$ cat src/rtl/jpeg_mem_pkg.sv
// Shared sizing defaults and helpers for the JPEG datapath FIFO storage.
package jpeg_mem_pkg;

  localparam int unsigned FIFO_DEPTH = 32'd16;
  localparam int unsigned FIFO_AW    = 32'd4;
  localparam int unsigned FIFO_WW    = 32'd33;

  // True when an address falls inside the populated part of the array.
  function automatic logic addr_in_range(input int unsigned addr, input int unsigned lines);
    return (addr < lines);
  endfunction

endpackage

$ cat src/rtl/dual_port_ram.sv
// Simple dual-port RAM: one write port, one registered read port, shared clock.
// Same-address collisions are read-before-write; rd_data clears asynchronously on rst.
module dual_port_ram
  import jpeg_mem_pkg::*;
#(
  parameter int unsigned LINES         = FIFO_DEPTH,
  parameter int unsigned ADDRESS_WIDTH = FIFO_AW,
  parameter int unsigned WORD_WIDTH    = FIFO_WW
) (
  input  logic                     clk,
  input  logic                     rst,
  input  logic                     cs,
  input  logic                     rd,
  input  logic                     wr,
  input  logic [ADDRESS_WIDTH-1:0] rd_add,
  input  logic [ADDRESS_WIDTH-1:0] wr_add,
  input  logic [WORD_WIDTH-1:0]    wr_data,
  output logic [WORD_WIDTH-1:0]    rd_data
);

  if ((LINES > (32'd1 << ADDRESS_WIDTH)) || (WORD_WIDTH < 32'd1)) begin : g_param_err
    $error("dual_port_ram: LINES must not exceed 2**ADDRESS_WIDTH and WORD_WIDTH must be >= 1");
  end

  logic [WORD_WIDTH-1:0] mem_r [0:LINES-1];
  logic [WORD_WIDTH-1:0] rd_data_r;
  logic                  rd_en_s;
  logic                  wr_en_s;
  logic                  rd_ok_s;
  logic                  wr_ok_s;

  // Port qualification and address range decode.
  always_comb begin
    rd_en_s = cs & rd;
    wr_en_s = cs & wr;
    rd_ok_s = addr_in_range(32'(rd_add), LINES);
    wr_ok_s = addr_in_range(32'(wr_add), LINES);
  end

  // Write port; array contents survive reset.
  always_ff @(posedge clk) begin
    if (wr_en_s && wr_ok_s) begin
      mem_r[wr_add] <= wr_data;
    end
  end

  // Read port; the array value sampled here is the pre-write word on a collision.
  always_ff @(posedge clk or posedge rst) begin
    if (rst) begin
      rd_data_r <= {WORD_WIDTH{1'b0}};
    end else if (rd_en_s) begin
      rd_data_r <= rd_ok_s ? mem_r[rd_add] : {WORD_WIDTH{1'b0}};
    end else begin
      rd_data_r <= rd_data_r;
    end
  end

  assign rd_data = rd_data_r;

endmodule

$ cat config.mk
export PLATFORM = sky130hd
export DESIGN_NAME = dual_port_ram
export DESIGN_NICKNAME = d
export VERILOG_FILES = /design/src/rtl/jpeg_mem_pkg.sv /design/src/rtl/dual_port_ram.sv
export SDC_FILE = /design/constraint.sdc
export NUM_CORES = 1
export LEC_CHECK = 0
export BUFFER_PORTS_ARGS = -buffer_cell sky130_fd_sc_hd__buf_4
export CORE_MARGIN = 3
export CORE_UTILIZATION = 33
export CTS_CLUSTER_DIAMETER = 80
export DETAILED_ROUTE_END_ITERATION = 10
export PLACE_DENSITY = 0.45
export SYNTH_ARGS = -nofsm -noshare
export SYNTH_HDL_FRONTEND = slang
export SYNTH_SLANG_ARGS = --single-unit
$ cat constraint.sdc
create_clock -name clk -period 2.85 [get_ports clk]
set_clock_uncertainty 0.15 [all_clocks]
set_input_delay 0 -clock clk [delete_from_list [all_inputs] [get_ports clk]]
set_output_delay 0 -clock clk [all_outputs]
set_load 0.01 [all_outputs]
==> impl_metrics.env <==
export IMPL_run_status="finished, final reports clean"
export IMPL_cts_hold_buf=48
export IMPL_slew_headroom_pct=55.39
export IMPL_worstPathArrival_ps=2580
export IMPL_drc=0
export IMPL_initial_utilization_pct=33.50
export IMPL_setup_violations=0
export IMPL_hold_path_depth=2
export IMPL_drtAntennaViolNets=0
export IMPL_clock_sinks=561
export IMPL_drtIter0Drc=900
export IMPL_finalCoreUtilization_pct=39.90
export IMPL_synth_nets=1287
export IMPL_final_common_cell="edfxtp_1"
export IMPL_antenna_found_initial=0
export IMPL_end_kind="register"
export IMPL_start_kind="input pin"
export IMPL_via_per_inst=4.974
export IMPL_clk_pin_slew_ps=60
export IMPL_r2r_end="rd_data[23]"
export IMPL_dr_pass1_iters=5
export IMPL_dieArea_sq_um=68780
export IMPL_grt_pass1_wl_microns=80370
export IMPL_min_from="wr_data[11]"
export IMPL_p_leak_nw=9.110
export IMPL_core_sq_um=64700
export IMPL_critPathKind="input pin to register"
export IMPL_max_cap_viol_count=0
export IMPL_final_area_sq_um=25810
export IMPL_power_density_nw_per_um2=688.2
export IMPL_critical_path_max_fanout=38
export IMPL_gp_congestion=0.7124
export IMPL_ys_seq_area_share_pct=76.97
export IMPL_crit_required_ps=3200
export IMPL_grt_remaining_overflow=0
export IMPL_synth_mux_area_share_pct=12.19
export IMPL_vias=11490
export IMPL_drt_wirelength_per_cell_microns=23.56
export IMPL_syn_area_per_cell_sq_um=17.46
export IMPL_drive_gt1_share_pct=14.91
export IMPL_mostFrequentLayoutCells="edfxtp_1 (528), mux2i_1 (264), nand2_1 (107), buf_4 (107)"
export IMPL_hold_ws_ps=74.96
export IMPL_rrSetupSlack_ps=750
export IMPL_min_period_ps=2224
export IMPL_placed_cell_area_sq_um=23480
export IMPL_hold_class="input pin to register"
export IMPL_worst_pin_slew_ps=669.1
export IMPL_reg2reg_depth=6
export IMPL_fin_crit_sh_pct=78.05
export IMPL_die_w_microns=262.3
export IMPL_cts_repair_resized=0
export IMPL_synth_seq_cells=561
export IMPL_min_to="mem_r[5][11]"
export IMPL_insertion_delay_ps=620
export IMPL_hold_violations=0
export IMPL_max_freq_mhz=449.6
export IMPL_clock_path_buffers=3
export IMPL_ys_warn_count=0
export IMPL_grt_pass1_vias=11770
export IMPL_portBuffers=78
export IMPL_r2r_start="mem_r[13][23]"
export IMPL_diodes=0
export IMPL_cts_tree="yes"
export IMPL_rsz0062_at_grt="false"
export IMPL_synth_top_family_by_area="multiplexers"
export IMPL_nets=1450
export IMPL_yosys_area_share_simple_pct=4.884
export IMPL_rows=93
export IMPL_synth_compound_area_share_pct=3.533
export IMPL_ios=79
export IMPL_vdd_drop_max_mv=0.4668
export IMPL_htree_levels=2
export IMPL_grt_max_degree=67
export IMPL_dp_hpwl_microns=28390
export IMPL_wl_microns=54420
export IMPL_die_y_microns=262.3
export IMPL_tns_ps=0
export IMPL_synth_cell_type_count=23
export IMPL_cts_buffers=59
export IMPL_fin_cells=2310
export IMPL_syn_area_sq_um=21670
export IMPL_synthAdderAreaFrac_pct=0
export IMPL_grt_usage_pct=15.65
export IMPL_cts_setup_buffers=0
export IMPL_synth_xor_area_share_pct=0
export IMPL_synthCells=1241
export IMPL_clockRootBuffer="clkbuf_16"
export IMPL_slew_violations=0
export IMPL_dp_cells=2150
export IMPL_area_delta_synth_final_pct=19.10
-- final cells by class --
class	count	area [sq um]
fillers	5910	38890
flip-flops and latches	561	16680
repair buffers	169	1559
clock buffers	92	1630
multi-input cells	612	4642
inverters	1	3.754
well taps	855	1070
clock inverters	20	225.2
-- synth_stat cells --
library cell    n  area (sq um)
a21oi_1        33         165.2
a22oi_1        80         600.6
and2_1          1         6.260
buf_1           2         7.510
buf_12          3         60.06
buf_2          20         100.1
buf_4          10         75.07
buf_6          12         135.1
buf_8           6         90.09
clkbuf_1       14         52.55
dfrtp_1        33         825.8
edfxtp_1      528         15860
inv_1           1         3.750
mux2i_1       264          2643
nand2_1       108         405.4
nand2b_1        2         12.51
nand3_1        81         405.4
nand4_1        20         125.1
nand4b_1        1         8.760
nor2_1         15         56.30
nor2b_1         2         12.51
nor3_1          4         20.02
or3_1           1         6.260
-- power breakdown --
| part | internal, mW | leakage, nW | switching [mW] |
|---|---|---|---|
| Clock | 4.29 | 0.892 | 3.10 |
| Sequential | 9.19 | 5.16 | 0.0976 |
| Combinational | 0.437 | 3.06 | 0.655 |
-- flip-flops by register name, summed over array words and instances (netlist names) --
name     count
mem_r      528
rd_data     33
-- metrics by stage --
step | setup slack [ps] | power [mW]
floorplan | 428.0 | 9.962
global placement | 855.0 | 10.50
detailed placement | 828.7 | 10.51
CTS | 649.7 | 18.03
global route | 500.3 | 18.46
finish | 625.6 | 17.76
-- layer usage --
metal | vias up | share of wire [%] | track usage [%]
li1 | 5185 | - | -
met1 | 5992 | 50 | 24.05
met2 | 240 | 44 | 23.29
met3 | 73 | 4.3 | 2.701
met4 | 0 | 1.5 | 3.177
met5 | - | 0 | 0
-- worst max-delay path: stages --
cell	delay [ps]
dlygate4sd3_1	570
buf_8	400
mux2i_1	250
nand2_1	60
dlygate4sd3_1	570
nand3_1	70
nand3_1	70
dlygate4sd3_1	550
-- logic make-up after synthesis --
kind of cell	count (synthesis)
compound gates	113
flops	561
simple gates	235
mux	264
buf+inv	68
-- how the worst max path moves through the flow --
stage / from / end / slack, ps / depth (start not counted)
detailed placement: cs / mem_r[0][19] / 830 / 5
global placement: cs / mem_r[0][24] / 850 / 5
global route: rd_add[0] / rd_data[17] / 500 / 8
floorplan: wr_add[2] / mem_r[1][0] / 430 / 2
CTS: rd_add[2] / rd_data[23] / 650 / 9
finish: rd_add[0] / rd_data[23] / 630 / 8
Note: power is estimated with default switching activity, not from simulation.
